**config.mk**
```make
export PLATFORM = sky130hd
export DESIGN_NAME = audio_sample_reader
export DESIGN_NICKNAME = d
export VERILOG_FILES = /design/src/rtl/audio_sample_reader.sv
export SDC_FILE = /design/constraint.sdc
export NUM_CORES = 1
export LEC_CHECK = 0
export CORE_MARGIN = 2
export CORE_UTILIZATION = 40
export CTS_CLUSTER_DIAMETER = 50
export DETAILED_ROUTE_END_ITERATION = 8
export GPL_ROUTABILITY_DRIVEN = 0
export GPL_TIMING_DRIVEN = 0
export PLACE_DENSITY = 0.75
export SLEW_MARGIN = 5
export SYNTH_ARGS = -nofsm -noshare
export SYNTH_HDL_FRONTEND = slang
export SYNTH_SLANG_ARGS = --single-unit
```
**constraint.sdc**
```tcl
create_clock -name clk -period 4.54 [get_ports clk]
set_clock_uncertainty 0.15 [all_clocks]
set_input_delay 1.362 -clock clk [delete_from_list [all_inputs] [get_ports clk]]
set_output_delay 1.362 -clock clk [all_outputs]
set_load 0.05 [all_outputs]
```
**src/rtl/audio_sample_reader.sv**
```systemverilog
// Streams 16-bit audio samples out of 32-bit flash words, one sample per
// rising edge of the divided sample clock, playing forward or backward.
module audio_sample_reader #(
    parameter logic [22:0] ADDR_MAX = 23'h7FFFF
) (
    input  logic        clk,
    input  logic        reset,
    input  logic        sample_clk,
    input  logic        play,
    input  logic        direction,
    input  logic        restart,
    input  logic        flash_waitrequest,
    input  logic [31:0] flash_readdata,
    input  logic        flash_readdatavalid,
    output logic        flash_read,
    output logic [22:0] flash_address,
    output logic [3:0]  flash_byteenable,
    output logic [15:0] audio_data,
    output logic        audio_valid,
    output logic        underrun
);

    typedef enum logic [2:0] {
        S_IDLE,
        S_FETCH,
        S_WAIT_DATA,
        S_WAIT_EDGE1,
        S_WAIT_EDGE2
    } state_t;

    state_t      state_q, state_d;
    logic [22:0] addr_q, addr_d;
    logic        read_q, read_d;
    logic [15:0] data_q, data_d;
    logic        valid_q, valid_d;
    logic        underrun_q, underrun_d;
    logic [31:0] word_q, word_d;
    logic        edge_pending_q, edge_pending_d;
    logic        restart_pending_q, restart_pending_d;
    logic        sync1_q, sync2_q, prev_q;

    logic        sample_edge;
    logic [22:0] start_addr;
    logic [22:0] step_addr;
    state_t      run_state;

    assign sample_edge = sync2_q & ~prev_q;
    assign start_addr  = direction ? ADDR_MAX : 23'd0;
    assign step_addr   = direction ? ((addr_q == 23'd0) ? ADDR_MAX : addr_q - 23'd1)
                                   : ((addr_q == ADDR_MAX) ? 23'd0 : addr_q + 23'd1);
    assign run_state   = play ? S_FETCH : S_IDLE;

    // Next-state and output computation for the fetch/playback sequencer.
    always_comb begin
        state_d           = state_q;
        addr_d            = addr_q;
        data_d            = data_q;
        valid_d           = 1'b0;
        underrun_d        = underrun_q;
        word_d            = word_q;
        edge_pending_d    = edge_pending_q;
        restart_pending_d = restart_pending_q;

        case (state_q)
            S_IDLE: begin
                if (restart) begin
                    addr_d         = start_addr;
                    edge_pending_d = 1'b0;
                    state_d        = run_state;
                end else if (play) begin
                    state_d = S_FETCH;
                end
            end

            S_FETCH, S_WAIT_DATA: begin
                // The bus transaction cannot be aborted, so restart is deferred.
                if (restart) begin
                    restart_pending_d = 1'b1;
                end
                // Only one edge can be remembered; a second one is lost.
                if (sample_edge) begin
                    if (edge_pending_q) begin
                        underrun_d = 1'b1;
                    end else begin
                        edge_pending_d = 1'b1;
                    end
                end
                if (state_q == S_FETCH) begin
                    if (!flash_waitrequest) begin
                        state_d = S_WAIT_DATA;
                    end
                end else if (flash_readdatavalid) begin
                    if (restart_pending_q || restart) begin
                        // Word belongs to the old position: drop it.
                        addr_d            = start_addr;
                        edge_pending_d    = 1'b0;
                        restart_pending_d = 1'b0;
                        state_d           = run_state;
                    end else begin
                        word_d  = flash_readdata;
                        state_d = S_WAIT_EDGE1;
                    end
                end
            end

            S_WAIT_EDGE1: begin
                if (restart) begin
                    addr_d         = start_addr;
                    edge_pending_d = 1'b0;
                    state_d        = run_state;
                end else if (play && (sample_edge || edge_pending_q)) begin
                    data_d         = direction ? word_q[31:16] : word_q[15:0];
                    valid_d        = 1'b1;
                    edge_pending_d = sample_edge & edge_pending_q;
                    state_d        = S_WAIT_EDGE2;
                end
            end

            S_WAIT_EDGE2: begin
                if (restart) begin
                    addr_d         = start_addr;
                    edge_pending_d = 1'b0;
                    state_d        = run_state;
                end else if (play && (sample_edge || edge_pending_q)) begin
                    data_d         = direction ? word_q[15:0] : word_q[31:16];
                    valid_d        = 1'b1;
                    edge_pending_d = sample_edge & edge_pending_q;
                    addr_d         = step_addr;
                    state_d        = run_state;
                end
            end

            default: begin
                state_d = S_IDLE;
            end
        endcase

        read_d = (state_d == S_FETCH);
    end

    // State, datapath and synchronizer registers.
    always_ff @(posedge clk) begin
        if (reset) begin
            state_q           <= S_IDLE;
            addr_q            <= 23'd0;
            read_q            <= 1'b0;
            data_q            <= 16'd0;
            valid_q           <= 1'b0;
            underrun_q        <= 1'b0;
            word_q            <= 32'd0;
            edge_pending_q    <= 1'b0;
            restart_pending_q <= 1'b0;
            sync1_q           <= 1'b0;
            sync2_q           <= 1'b0;
            prev_q            <= 1'b0;
        end else begin
            state_q           <= state_d;
            addr_q            <= addr_d;
            read_q            <= read_d;
            data_q            <= data_d;
            valid_q           <= valid_d;
            underrun_q        <= underrun_d;
            word_q            <= word_d;
            edge_pending_q    <= edge_pending_d;
            restart_pending_q <= restart_pending_d;
            sync1_q           <= sample_clk;
            sync2_q           <= sync1_q;
            prev_q            <= sync2_q;
        end
    end

    assign flash_read       = read_q;
    assign flash_address    = addr_q;
    assign flash_byteenable = 4'b1111;
    assign audio_data       = data_q;
    assign audio_valid      = valid_q;
    assign underrun         = underrun_q;

endmodule

```
==> implementation parameters, run 1 <==
Parameter                              Value

Critical path
  Crit path arrival time ... 4.05 ns
  Largest driver fanout on the critical path ... 10
  Category of the critical setup timing path ... primary input to flop
  CP Data Required Time ... 4.63 ns
  Startpoint types ... primary input
  Depth of the worst register-to-register path ... 8
  Crit end category ... flop

Clock network
  Clock tree root driver cell ... clkbuf_16
  Setup fix buffers added after clock tree synthesis ... 0
  Clock tree from TritonCTS ... done
  TritonCTS Buffers ... 9
  CTS max path bufs ... 2
  Clk pin slew, worst setup/hold paths ... 0.07 ns
  Clk Latency, worst-skew pair ... 0.35 ns
  Hold bufs inserted after CTS ... 0
  # H-tree levels ... 3
  Post_cts resized ... 0
  Clock tree sinks ... 82

Route
  Detailed-route DRC error count ... 0
  Final antenna-violating net count ... 0
  Total Wirelength ... 14,740 um
  Routed length per placed instance ... 17.24 um
  Vias after detailed routing ... 5,123
  Number of DRC markers after the initial detailed-route iteration ... 524
  Via-to-Cell Ratio ... 5.992
  Detailed Routing Iterations Pass 1 ... 6

Floorplan
  Die outline width ... 112.5 um
  Die extent in y ... 112.5 um
  Total die area ... 12,660 um2
  Number of core rows ... 39
  Core outline area ... 11,470 um2
  Number of primary I/O pins ... 86
  Effective utilization at floorplan ... 41.09%

Finish
  Nets@finish ... 750
  Area delta synth->final ... 27.75%
  Fraction of layout cells with a size suffix above 1 ... 7.725%
  Highest-count cells in the layout ignoring fill and taps ... 90 x nand2_1, 82 x dfxtp_1, 81 x clkdlybuf4s50_1
  Antenna diode count ... 0
  Commonest non-fill, non-tap cell in the layout ... nand2_1

GRT
  Maximum number of pins on one net before global-route repair ... 19
  Met1 demand-to-capacity share in global routing ... 28.60%
  Via count of the first global-routing pass ... 4,849
  GRT overflow ... 0
  Initial antenna violation count ... 0
  Gr usage total ... 23.08%
  Global-route wire length before repair ... 23,720 um
  Met2 usage in global routing ... 38.23%
  Busiest grt layer ... met2
  GR met3 Demand/Resource ... 4.968%

Synth
  Instance count of the mapped netlist ... 612
  Total number of yosys warnings ... 0
  Proportion of synthesized flip-flops having asynchronous set or reset ... 0%
  Count of unique library cells instantiated by Yosys ... 69
  Register area share after synthesis ... 34.84%
  Number of enable-type register cells in the synthesized netlist ... 0
  Most used flip-flop cell after synthesis ... dfxtp_1
  Number of synthesized register bits ... 82
  Average cell area after synthesis ... 7.699 um2
  Post-synth design cell area ... 4712 um2

Place
  # port buffers ... 81
  Detailed placement HPWL ... 10,680 um

Timing
  Minimum clock period after layout ... 3.957 ns
  Slew of the pin with the lowest slew margin ... 0.9581 ns
  Final-report max-slew violation count ... 0
  Maximum frequency from static timing analysis ... 252.7 MHz
  Total Neg Setup Slack ... 0 ns
  Setup Viol. Count Final ... 0
  Hold Fails Final Rpt ... 0
  Headroom to the max-slew limit ... 35.54%
  Setup repair after global routing missed its margin ... no
  Final worst path period share ... 87.16%
  Worst hold slack ... 0.2961 ns

Min path
  Number of cells on the worst hold path ... 1
  Hold Path Class ... flop to flop

Power and ir drop
  PwrDens ... 333.8 nW/um2
  Leak ... 2.026 nW
  Design Power ... 2.009 mW
  Peak supply drop ... 0.1911 mV

Run status
  Status ... finished, final reports clean

Job
  Max capacitance violation total ... 0
## where the power goes
| part | total, mW | internal (mW) | switching (mW) |
|---|---|---|---|
| clock | 0.747 | 0.393 | 0.354 |
| combinational | 0.487 | 0.182 | 0.306 |
| sequential | 0.775 | 0.745 | 0.0297 |
## registers in the layout, summed over array words and instances (netlist names)
name               cells
flash_read             1
prev_q                 1
sync2_q                1
restart_pending_q      1
state_q                3
sync1_q                1
underrun               1
word_q                32
audio_data            16
audio_valid            1
edge_pending_q         1
flash_address         23
## cell usage after synthesis, types with 2 or more instances
cell type | count | share of area [%]
a211oi_1 | 16 | 2.5
a21o_1 | 3 | 0.48
a21oi_1 | 61 | 6.5
a221oi_1 | 2 | 0.37
a22o_1 | 2 | 0.37
a22oi_1 | 2 | 0.32
a2bb2oi_1 | 2 | 0.37
a31oi_1 | 17 | 2.3
and2_1 | 4 | 0.53
and3_1 | 8 | 1.1
and4_1 | 5 | 0.93
buf_2 | 11 | 1.2
buf_4 | 5 | 0.80
buf_6 | 2 | 0.48
clkbuf_1 | 36 | 2.9
dfxtp_1 | 82 | 35
ha_1 | 3 | 0.80
inv_1 | 9 | 0.72
mux2i_1 | 20 | 4.2
nand2_1 | 90 | 7.2
nand2b_1 | 5 | 0.66
nand3_1 | 17 | 1.8
nand4_1 | 9 | 1.2
nand4b_1 | 4 | 0.74
nor2_1 | 39 | 3.1
nor2b_1 | 5 | 0.66
nor3_1 | 23 | 2.4
nor3_2 | 2 | 0.42
nor3b_1 | 2 | 0.32
nor4_1 | 11 | 1.5
nor4b_1 | 2 | 0.37
o211ai_1 | 3 | 0.48
o21a_1 | 6 | 0.96
o21ai_0 | 33 | 3.5
o21ai_1 | 2 | 0.21
o22ai_1 | 8 | 1.1
o2bb2ai_1 | 2 | 0.37
o31ai_1 | 3 | 0.48
or2_2 | 4 | 0.53
or3_1 | 8 | 1.1
or3b_2 | 3 | 0.56
or4_1 | 6 | 0.96
xnor2_1 | 4 | 0.74
xor2_1 | 6 | 1.1
## worst max-delay path, stage by stage
cell	delay, ns
clkdlybuf4s50_1	0.56
or4b_4	0.61
o22ai_1	0.48
clkbuf_1	0.56
o22ai_1	0.14
a221oi_1	0.32
## path summary, 6_finish.rpt
check	from	end	slack (ns)
setup / recovery	restart	flash_address[19]	0.58
hold / removal	sync1_q	sync2_q	0.30
setup reg to reg	flash_address[18]	flash_address[15]	1.67
hold reg to reg	sync1_q	sync2_q	0.30
## kinds of logic after synthesis
family                     Yosys count  share of synthesized area, %
and+or+nand+nor                    256                         28.62
AOI/OAI and AO/OA                  175                         23.10
DFF                                 82                         34.84
buffers and inverters               64                         6.107
muxes                               20                         4.248
xor gates and xnor gates            11                         2.204
adders and majority gates            3                        0.7967
other                                1                       0.07958
## cell type report
cell class | count | area, um2
multi-input cells | 469 | 2794
well taps | 143 | 178.9
fillers | 1063 | 5448
inverters | 9 | 33.78
clock buffers | 9 | 225.2
repair buffers | 81 | 810.8
clock inverters | 7 | 81.33
plain buffers | 55 | 254.0
flip-flops and latches | 82 | 1642
## stage by stage
stage                     cell area (um2)  cells  util [%]  setup slack, ns
after floorplan                      4723    615         -            1.429
after global placement               5713    839     49.82           0.3311
after detailed placement             5713    839     49.82           0.2908
after CTS                            6020    855     52.49           0.6403
after global routing                 6020    855     52.49           0.4704
final                                6020    855     52.49           0.5831
## metal layers
layer,up-vias,part of all wire (%)
met5,-,0
met4,0,4.5
met3,72,8.9
met2,300,45
met1,2338,41
li1,2413,-
No activity file was read; power rests on OpenSTA's default activity.
==> run 2: changes to the inputs <==
--- a/config.mk
+++ b/config.mk
@@ -11,7 +11,7 @@
 export DETAILED_ROUTE_END_ITERATION = 8
 export GPL_ROUTABILITY_DRIVEN = 0
 export GPL_TIMING_DRIVEN = 0
-export PLACE_DENSITY = 0.75
+export PLACE_DENSITY = 0.71
 export SLEW_MARGIN = 5
 export SYNTH_ARGS = -nofsm -noshare
 export SYNTH_HDL_FRONTEND = slang
==> run 2 against run 1 <==
  * Clock-buffer cell count grew 1
  * Die area is the same
  * Combinational power is essentially flat
  * Critical path depth grew 1
  * Worst setup slack gained 0.067 ns
  * Clock power shrank 7.2%
  * Sequential share of layout area grew 0.13 points
  * Core utilization shrank 0.25 points
  * Register-to-register slack gained 0.05 ns
  * Critical path type unchanged
  * Highest routed layer unchanged
==> implementation parameters, run 2 (synthesis results as in run 1) <==
Parameter                              Value

Critical path
  Slowest cell delay on critical path ... 0.65 ns (+0.04 ns)
  Category of the critical setup timing path ... primary input to flop
  Depth of the worst register-to-register path ... 7 (-1)
  Crit end category ... flop
  Crit path arrival time ... 4.00 ns (-0.05 ns)
  Startpoint types ... primary input
  Slowest stage cell on the critical path ... clkdlybuf4s50_1
  Largest driver fanout on the critical path ... 10 (unchanged)
  CP Data Required Time ... 4.65 ns (+0.02 ns)
  Cell-by-cell trace of the critical path ... clkdlybuf4s50_1, inv_1, nor3b_1, a2bb2oi_2, nand2_2, or4_1, a31oi_1

Timing
  Slew of the pin with the lowest slew margin ... 0.7872 ns (-0.1709 ns)
  Maximum frequency from static timing analysis ... 257.1 MHz (+1.7%)
  Minimum clock period after layout ... 3.889 ns (-0.06744 ns)
  Headroom to the max-slew limit ... 47.04% (+11 points)
  Hold Fails Final Rpt ... 0 (unchanged)
  Worst hold slack ... 0.2925 ns (-0.003637 ns)
  Final worst path period share ... 85.67% (-1.5 points)
  Total Neg Setup Slack ... 0 ns (unchanged)
  Setup repair after global routing missed its margin ... no
  Final-report max-slew violation count ... 0 (unchanged)
  Setup Viol. Count Final ... 0 (unchanged)

Finish
  Finished Cell Area ... 5991 um2 (-0.48%)
  Antenna diode count ... 0 (unchanged)
  Highest-count cells in the layout ignoring fill and taps ... 90 x nand2_1, 82 x dfxtp_1, 81 x clkdlybuf4s50_1
  Largest register by flop count ... word_q
  Nets@finish ... 750 (unchanged)
  Area delta synth->final ... 27.14%
  Post-Layout Cell Count ... 855 (unchanged)
  Fraction of layout cells with a size suffix above 1 ... 7.584% (-0.14 points)
  Commonest non-fill, non-tap cell in the layout ... nand2_1
  Flip-flop count of the largest register, all copies and words added ... 32 (unchanged)

Floorplan
  Core outline area ... 11,470 um2 (unchanged)
  Total die area ... 12,660 um2 (unchanged)
  Number of primary I/O pins ... 86 (unchanged)
  Die outline width ... 112.5 um (unchanged)
  Number of core rows ... 39 (unchanged)
  Effective utilization at floorplan ... 41.09% (unchanged)
  Die extent in y ... 112.5 um (unchanged)

Route
  WL met3 ... 1289 um (-1.2%)
  Via-to-Cell Ratio ... 5.846 (-2.4%)
  Highest Signal Layer ... met4
  Detailed-routing wirelength on met1 ... 6171 um (+1.5%)
  Sum of met2 wire segment lengths after detailed routing ... 6633 um (-0.91%)
  Routed length per placed instance ... 16.88 um (-2.1%)
  Detailed Routing Iterations Pass 1 ... 5 (-1)
  Vias after detailed routing ... 4,998 (-2.4%)
  Detailed-route DRC error count ... 0 (unchanged)
  Number of DRC markers after the initial detailed-route iteration ... 430 (-18%)
  Final antenna-violating net count ... 0 (unchanged)
  Total Wirelength ... 14,440 um (-2.1%)

Clock network
  CTS max path bufs ... 2 (unchanged)
  Post_cts resized ... 0 (unchanged)
  TritonCTS Buffers ... 9 (unchanged)
  Clock tree from TritonCTS ... done
  Clk Latency, worst-skew pair ... 0.34 ns (about the same)
  Setup fix buffers added after clock tree synthesis ... 0 (unchanged)
  Clock tree root driver cell ... clkbuf_16
  Clk pin slew, worst setup/hold paths ... 0.06 ns (about the same)
  Hold bufs inserted after CTS ... 0 (unchanged)
  Clock tree sinks ... 82 (unchanged)
  # H-tree levels ... 3 (unchanged)

GRT
  Via count of the first global-routing pass ... 4,649 (-4.1%)
  Initial antenna violation count ... 0 (unchanged)
  Global-route wire length before repair ... 23,180 um (-2.3%)
  GRT overflow ... 0 (unchanged)
  Gr usage total ... 22.36% (-0.73 points)
  Maximum number of pins on one net before global-route repair ... 16 (-3)

Run status
  Status ... finished, final reports clean

Power and ir drop
  Design Power ... 1.951 mW (-2.9%)
  Peak supply drop ... 0.2021 mV (+5.7%)
  Leak ... 2.013 nW (-0.60%)
  PwrDens ... 325.7 nW/um2 (-2.4%)

Place
  Detailed placement HPWL ... 10,430 um (-2.4%)
  Placement Cell Area ... 5713 um2 (unchanged)
  # port buffers ... 81 (unchanged)
  Number of placed instances, taps included ... 839 (unchanged)

Min path
  Number of cells on the worst hold path ... 1 (unchanged)
  Hold Path Class ... flop to flop

Job
  Max capacitance violation total ... 0 (unchanged)
[run 2: cell types whose count changed in the layout (fill, tap and decap cells not counted)]
cell	before	now
clkbuf_1	36	37
clkinv_2	0	1
clkinv_4	1	2
clkinv_8	2	0
inv_6	2	3
inv_8	2	0
[run 2: power by group]
group | total, mW | internal, mW | switching, mW
clock | 0.693 | 0.378 | 0.315
combinational | 0.484 | 0.182 | 0.302
sequential | 0.774 | 0.746 | 0.0284
total | 1.95 | 1.31 | 0.646
[run 2: cell type report]
| class | instances | area, um2 |
|---|---|---|
| tap | 143 | 178.9 |
| timing repair buffer | 81 | 810.8 |
| clock buffer | 10 | 229.0 |
| inverter | 9 | 33.78 |
| multi-input combinational | 469 | 2794 |
| sequential | 82 | 1642 |
| fill | 1091 | 5477 |
| buffer | 55 | 254.0 |
| clock inverter | 6 | 48.80 |
[run 2: routing by layer]
metal  up-vias  global-route usage [%]
li1       2406                       -
met1      2284                   29.89
met2       271                   36.14
met3        37                   4.428
met4         0                   7.724
met5         -                       0
[run 2: worst paths after layout]
check | startpoint | end | slack [ns]
worst min-delay path | sync1_q | sync2_q | 0.29
worst max-delay path | restart | flash_address[13] | 0.65
worst max register to register | flash_address[4] | flash_address[21] | 1.72
worst min register to register | sync1_q | sync2_q | 0.29
[run 2: through the flow]
stage                     utilization [%]  worst slack (ns)
after global routing                52.24            0.5105
after CTS                           52.24            0.7071
after global placement              49.82            0.3417
after detailed placement            49.82            0.3575
after floorplan                         -             1.429
final                               52.24            0.6505
[run 2: worst max-delay path: cells and delay by family]
kind,cells,cell delay (ns)
AO/OA/AOI/OAI,2,0.68
buffers and inverters,2,0.79
AND/OR/NAND/NOR,3,1.17
==> run 3: changes to the inputs <==
==> constraint.sdc (replaced) <==
create_clock -name clk -period 5 [get_ports clk]
set_clock_uncertainty 0.15 [all_clocks]
set_input_delay 1.5 -clock clk [delete_from_list [all_inputs] [get_ports clk]]
set_output_delay 1.5 -clock clk [all_outputs]
set_load 0.05 [all_outputs]
==> results of run 3 <==
The final DEF is identical to that of run 2. Status: finished, final reports clean.
Main changes from that run: setup slack after placement 0.3575 ns -> 0.6795 ns; setup slack after layout 0.6505 ns -> 0.9725 ns; register-to-register setup slack 1.72 ns -> 2.18 ns; total power 1.951 mW -> 1.772 mW; worst IR drop on VDD 0.2021 mV -> 0.1835 mV
